## config.mk

```make
export PLATFORM = sky130hd
export DESIGN_NAME = muldiv_ctrl
export DESIGN_NICKNAME = d
export VERILOG_FILES = /design/src/rtl/muldiv_ctrl.sv
export SDC_FILE = /design/constraint.sdc
export NUM_CORES = 2
export LEC_CHECK = 0
export CELL_PAD_IN_SITES_DETAIL_PLACEMENT = 1
export CELL_PAD_IN_SITES_GLOBAL_PLACEMENT = 2
export CORE_ASPECT_RATIO = 0.9
export CORE_UTILIZATION = 46
export DETAILED_ROUTE_END_ITERATION = 8
export PLACE_DENSITY = 0.95
export SYNTH_ARGS = -nofsm -noshare
export SYNTH_HDL_FRONTEND = slang
export SYNTH_SLANG_ARGS = --single-unit
```

## constraint.sdc

```tcl
create_clock -name clk -period 27.5 [get_ports clk]
set_clock_uncertainty 0.05 [all_clocks]
set_input_delay 5.5 -clock clk [delete_from_list [all_inputs] [get_ports clk]]
set_output_delay 5.5 -clock clk [all_outputs]
set_load 0.01 [all_outputs]
```

## src/rtl/muldiv_ctrl.sv

```systemverilog
// Multiply/divide sequencer for the execute stage: one-cycle registered multiply,
// 32-step restoring divide, HI/LO result held in DONE until the pipeline accepts it.
module muldiv_ctrl #(
  parameter int WIDTH = 32,
  parameter int CNT_W = 5
) (
  input  logic             clk,
  input  logic             resetn,
  input  logic             start_i,
  input  logic [1:0]       op_i,
  input  logic [WIDTH-1:0] a_i,
  input  logic [WIDTH-1:0] b_i,
  input  logic             hold_i,
  input  logic             flush_i,
  output logic             stall_o,
  output logic             result_valid_o,
  output logic [WIDTH-1:0] hi_o,
  output logic [WIDTH-1:0] lo_o,
  output logic             busy_o
);

  typedef enum logic [1:0] {S_IDLE, S_MUL, S_DIV, S_DONE} state_t;

  state_t             state_q, state_d;
  logic [CNT_W-1:0]   cnt_q, cnt_d;
  logic               msgn_q, msgn_d;
  logic [WIDTH-1:0]   a_q, a_d, b_q, b_d;
  logic [WIDTH-1:0]   rem_q, rem_d, quot_q, quot_d, dvsr_q, dvsr_d;
  logic [WIDTH-1:0]   hi_q, hi_d, lo_q, lo_d;
  logic               qneg_q, qneg_d, rneg_q, rneg_d;

  logic [WIDTH:0]     rem_sh, diff;
  logic               no_borrow, dsgn;
  logic [WIDTH-1:0]   rem_nx, quot_nx;
  logic [2*WIDTH-1:0] ext_a, ext_b, prod;

  function automatic logic [WIDTH-1:0] neg(input logic [WIDTH-1:0] x);
    return {WIDTH{1'b0}} - x;
  endfunction

  always_comb begin
    // Restoring step: rem needs one extra bit because the shifted value can exceed the divisor range
    rem_sh    = {rem_q, quot_q[WIDTH-1]};
    diff      = rem_sh - {1'b0, dvsr_q};
    no_borrow = ~diff[WIDTH];
    rem_nx    = no_borrow ? diff[WIDTH-1:0] : rem_sh[WIDTH-1:0];
    quot_nx   = {quot_q[WIDTH-2:0], no_borrow};

    ext_a = msgn_q ? {{WIDTH{a_q[WIDTH-1]}}, a_q} : {{WIDTH{1'b0}}, a_q};
    ext_b = msgn_q ? {{WIDTH{b_q[WIDTH-1]}}, b_q} : {{WIDTH{1'b0}}, b_q};
    prod  = ext_a * ext_b;

    dsgn    = (op_i == 2'b10);
    state_d = state_q;
    cnt_d   = cnt_q;
    msgn_d  = msgn_q;
    a_d     = a_q;
    b_d     = b_q;
    rem_d   = rem_q;
    quot_d  = quot_q;
    dvsr_d  = dvsr_q;
    hi_d    = hi_q;
    lo_d    = lo_q;
    qneg_d  = qneg_q;
    rneg_d  = rneg_q;

    unique case (state_q)
      S_IDLE: if (start_i && !flush_i) begin
        a_d    = a_i;
        b_d    = b_i;
        msgn_d = ~op_i[0];
        if (!op_i[1]) begin
          state_d = S_MUL;
        end else if (b_i == '0) begin
          hi_d    = a_i;
          lo_d    = '1;
          state_d = S_DONE;
        end else begin
          quot_d  = (dsgn && a_i[WIDTH-1]) ? neg(a_i) : a_i;
          dvsr_d  = (dsgn && b_i[WIDTH-1]) ? neg(b_i) : b_i;
          rem_d   = '0;
          cnt_d   = '0;
          qneg_d  = dsgn && (a_i[WIDTH-1] ^ b_i[WIDTH-1]);
          rneg_d  = dsgn && a_i[WIDTH-1];
          state_d = S_DIV;
        end
      end
      S_MUL: begin
        {hi_d, lo_d} = prod;
        state_d      = S_DONE;
      end
      S_DIV: begin
        rem_d  = rem_nx;
        quot_d = quot_nx;
        cnt_d  = cnt_q + CNT_W'(1);
        if (cnt_q == CNT_W'(WIDTH-1)) begin
          hi_d    = rneg_q ? neg(rem_nx) : rem_nx;
          lo_d    = qneg_q ? neg(quot_nx) : quot_nx;
          state_d = S_DONE;
        end
      end
      S_DONE: if (!hold_i) state_d = S_IDLE;
      default: state_d = S_IDLE;
    endcase

    // A flushed instruction never reaches HI/LO
    if (flush_i) begin
      state_d = S_IDLE;
      hi_d    = hi_q;
      lo_d    = lo_q;
    end
  end

  always_ff @(posedge clk or negedge resetn) begin
    if (!resetn) begin
      state_q <= S_IDLE;
      cnt_q   <= '0;
      msgn_q  <= 1'b0;
      a_q     <= '0;
      b_q     <= '0;
      rem_q   <= '0;
      quot_q  <= '0;
      dvsr_q  <= '0;
      hi_q    <= '0;
      lo_q    <= '0;
      qneg_q  <= 1'b0;
      rneg_q  <= 1'b0;
    end else begin
      state_q <= state_d;
      cnt_q   <= cnt_d;
      msgn_q  <= msgn_d;
      a_q     <= a_d;
      b_q     <= b_d;
      rem_q   <= rem_d;
      quot_q  <= quot_d;
      dvsr_q  <= dvsr_d;
      hi_q    <= hi_d;
      lo_q    <= lo_d;
      qneg_q  <= qneg_d;
      rneg_q  <= rneg_d;
    end
  end

  assign stall_o        = (state_q == S_IDLE && start_i && !flush_i) ||
                          state_q == S_MUL || state_q == S_DIV;
  assign result_valid_o = (state_q == S_DONE) && !flush_i;
  assign busy_o         = (state_q != S_IDLE);
  assign hi_o           = hi_q;
  assign lo_o           = lo_q;

endmodule
```

; Word level (Yosys, flattened, before mapping)
; Cells that the tools add are included.
[totals]
reg_bits = 234
input_bits = 71
out_inout_bits = 67
word_cells = 93
[op_classes]
add_sub_neg = 6
n_mul = 1
n_eq_ne = 13
muxes = 36
bitwise = 5
reduce_logical = 20
[ops]
columns = op, n
row1 = 32-bit 2-to-1 mux, 19
row2 = 32-bit case mux with 3 select lines, 2
row3 = 64-bit 2-to-1 mux, 2
row4 = 32-bit case mux with 2 select lines, 2
row5 = "1-bit by 32-bit subtractor with 32-bit output, first input constant", 4
row6 = 64-bit by 64-bit multiplier with 64-bit output, 1
row7 = 33-bit by 32-bit subtractor with 33-bit output, 1
row8 = 32-bit logical NOT, 1
row9 = 5-bit 2-to-1 mux, 3
row10 = 2-bit 2-to-1 mux, 5
row11 = "2-bit != test, second input constant", 5
row12 = 5-bit case mux with 2 select lines, 1
row13 = "3-bit != test, second input constant", 3
row14 = 2-bit case mux with 4 select lines, 1
row15 = 4-bit AND reduction, 2
row16 = 1-bit logical AND, 7
row17 = "2-bit == test, second input constant", 3
row18 = 6-bit AND reduction, 1
row19 = "5-bit by 1-bit adder with 5-bit output, second input constant", 1
row20 = "5-bit == test, second input constant", 1
row21 = 1-bit NOT, 4
row22 = 2-bit nonzero test, 2
row23 = 3-bit AND reduction, 1
row24 = 3-bit nonzero test, 1
row25 = 7 further kinds, 8

; Logic depth before layout (Yosys ltp)
[logic_depth]
word_depth = 7
ltp_mapped = 37
ltp_nobuf = 35

; Least setup slack after synthesis
; Ideal clock, no wire load.
[synth_timing]
path_type = input to output
from = in flush_i
to = out stall_o
t_arrival_ns = 6.307
required_time_ns = 21.950
setup_slack_ns = 15.643
cell_stages = 4
n_path_buf = 2
path_cell_list = nand3b_1 -> clkbuf_1 -> clkbuf_1 -> nand3_1
[synth_between]
elab_chain_cells = 4
[synth_rtl]
columns = item, line
row1 = "start, declared", 14  ; input logic flush_i,
row2 = 1-bit logical NOT, 144  ; assign stall_o = (state_q == S_IDLE && start_i && !flush_i) ||
row3 = 1-bit logical AND, 144
row4 = 1-bit logical OR, 144
row5 = 1-bit logical OR, 145  ; state_q == S_MUL || state_q == S_DIV;
row6 = "end, declared", 15  ; output logic stall_o,
; No other way between the ends.

; Worst setup path in the final report
; Ends and elaborated chain as after synthesis.

==> impl_metrics.toml <==
[detailed_routing]
wire_per_inst_um = 25.5
num_vias = 48500
drt_iter0_drc = 3729
viasPerCell = 5.63
drtPass1Iterations = 5
drc_errors = 0
wl_mm = 220
drt.antenna.violating_nets = 0

[yosys]
synthSimpleGateAreaFrac_pct = 14.3
syn_inst = 6872
synth_edf_count = 0
synth_top_family_by_area = "adder cells"
syn_area_sq_um = 63100
synth_top_area_share_pct = 45.0
synthAdderAreaFrac_pct = 52.0
yosys_warnings = 0
ys_ff_latch = 234
synth-compound-area-share_pct = 8.06
synthMuxAreaShare_pct = 1.31
ys_types = 93
async_flop_share_pct = 100
syn_nets = 8713
yosysTopAreaCell = "fa_1"
syn_avg_cell_area_sq_um = 9.19
synthXorXnorAreaFrac_pct = 3.44
synth_flop_cell = "dfrtp_1"
seq_area_frac_synth_pct = 9.27
synth.area.top_cells = "fa_1 (45%), inv_1 (9.4%), dfrtp_1 (9.3%), ha_1 (6.9%), and2_1 (5.8%)"

[sta]
setup_viol = 0
setup_slack_ns = 14.99
hold_viol_final = 0
worstMarginPinSlew_ns = 1.26
drv_slew = 0
post-route-period-util_pct = 45.5
fmaxAchievable_mhz = 80.0
min_period_ns = 12.51
rsz0062_at_grt = "false"
max-slew-margin-rel_pct = 15.5
tns_ns = 0

[flow_run]
drv_cap = 0

[global_route]
grt_pass1_wl_mm = 341
grt_use_total_pct = 32.7
grt.overflow.total = 0
grt_max_degree = 110
grt_antenna_before_repair = 12
grt_pass1_vias = 55900

[finish]
layout-drive-gt1-share_pct = 3.75
regArea_sq_um = 5860
multiInputGateArea_sq_um = 50000
fill_cells = 15700
layout_commonest_cell = "inv_1"
mostFrequentLayoutCells = "inv_1 (1585), fa_1 (1420), nand2_1 (758)"
finalNetCount = 8618
final_area_sq_um = 67200
syn2layout_area_growth_pct = 6.40

[critical_path]
worstPathRequired_ns = 21.95
crit_fanout = 6
end_kind = "output pin"
startpoint_type = "input pin"
worstSetupPathType = "in2out"
cp.arrival_ns = 6.96

[placement]
gp_congestion = 0.956
io_buffers = 137
hpwl_mm = 180
placedInstanceArea_sq_um = 66200
dp_slack_ns = 15.01

[floorplanning]
num_io_pins = 138
dieArea_sq_um = 139000
die_y_um = 353
rows = 128
fp.dieW_um = 393
start_util_pct = 46.5
core_region_area_sq_um = 136000

[clock_network]
clock_sinks = 234
post_cts_buffers = 0
clk_path_buf_depth = 3
clock_latency_ns = 0.60
root_buffer = "clkbuf_16"
numCtsBuffers = 29
cts-hold-fix-buffers = 0
cts_tree = "built"
clk_pin_slew_ns = 0.06
post_cts_resized = 0
htreeDepth = 1

[worst_hold_path]
min_path_type = "reg2reg"

[status]
status = "complete, no violations"
[through the flow]
| step | hold slack (ns) | util, % | cells |
|---|---|---|---|
| after floorplan | 0.395 | - | 6872 |
| after global placement | 0.406 | 48.7 | 8566 |
| after detailed placement | 0.418 | 48.7 | 8566 |
| after CTS | 0.436 | 49.5 | 8620 |
| after global routing | 0.457 | 49.5 | 8621 |
| final | 0.432 | 49.5 | 8623 |
[sequential cells by signal, summed over array words and instances, names as in the netlist]
signal   cells
a_q         32
b_q         32
dvsr_q      32
hi_o        32
lo_o        32
quot_q      32
rem_q       32
cnt_q        5
state_q      2
msgn_q       1
qneg_q       1
rneg_q       1
[cells by family after synthesis]
| kind of cell | after synthesis |
|---|---|
| multiplexers | 75 |
| adder cells (fa/ha/maj) | 1774 |
| buffers and inverters | 1946 |
| XOR/XNOR | 248 |
| flip-flops | 234 |
| AND/OR/NAND/NOR | 1825 |
| AO/OA/AOI/OAI | 770 |
[critical path, cell delays in order]
cell and delay, ns:
clkdlybuf4s50_1 0.54, nand3b_1 0.24, nand3_1 0.12, clkdlybuf4s50_1 0.56
[path summary, 6_finish.rpt]
check / depth (start not counted) / endpoint / slack (ns) / from
setup / recovery: 4 / stall_o / 14.99 / flush_i
hold / removal: 2 / cnt_q[4] / 0.43 / cnt_q[4]
setup reg to reg: 32 / hi_o[24] / 16.72 / b_q[31]
hold reg to reg: 2 / cnt_q[4] / 0.43 / cnt_q[4]
max in group asynchronous: 3 / b_q[21] / 20.07 / resetn
min in group asynchronous: 1 / cnt_q[2] / 4.86 / resetn
[area by class of cell]
type                            instances  share of cell area [%]
Tap cell                             1820                    3.39
Sequential cell                       234                    8.72
Multi-Input combinational cell       4692                    74.4
Clock buffer                           36                    1.18
Antenna cell                            3                  0.0112
Timing Repair Buffer                  231                    3.10
Clock inverter                         18                   0.330
Inverter                             1589                    8.88
[routing by layer]
layer	routed length [um]	vias to the layer above	GRT usage [%]
li1	-	20500	-
met1	90200	25800	44.1
met2	105000	1835	54.3
met3	16600	390	4.95
met4	7820	0	10.1
met5	0	-	0
[Yosys cell counts (6+ instances only)]
master	number
or4_1	16
nor3_1	46
and2_1	582
or2_2	6
o21ai_1	17
a21o_1	67
a211oi_1	17
o31a_1	8
o21a_1	28
o31ai_1	46
a21boi_0	9
a31oi_1	32
and3_1	46
mux2i_1	15
nand3_1	43
nor4_1	16
a21oi_1	203
or3_1	34
o211ai_1	14
nand4_1	15
nand2b_1	18
buf_2	11
xnor2_1	169
a221oi_1	40
buf_1	18
clkbuf_1	323
ha_1	350
nand2_1	759
xor2_1	79
o21ai_0	174
o21bai_1	13
fa_1	1420
a41oi_1	6
nor2b_1	11
mux2_2	59
nor2_1	201
o41ai_1	13
a31o_2	7
inv_1	1585
nand3b_1	8
dfrtp_1	234
Power is not shown: default switching activity piles up to over one toggle a cycle in this logic, so the estimate is an artifact.
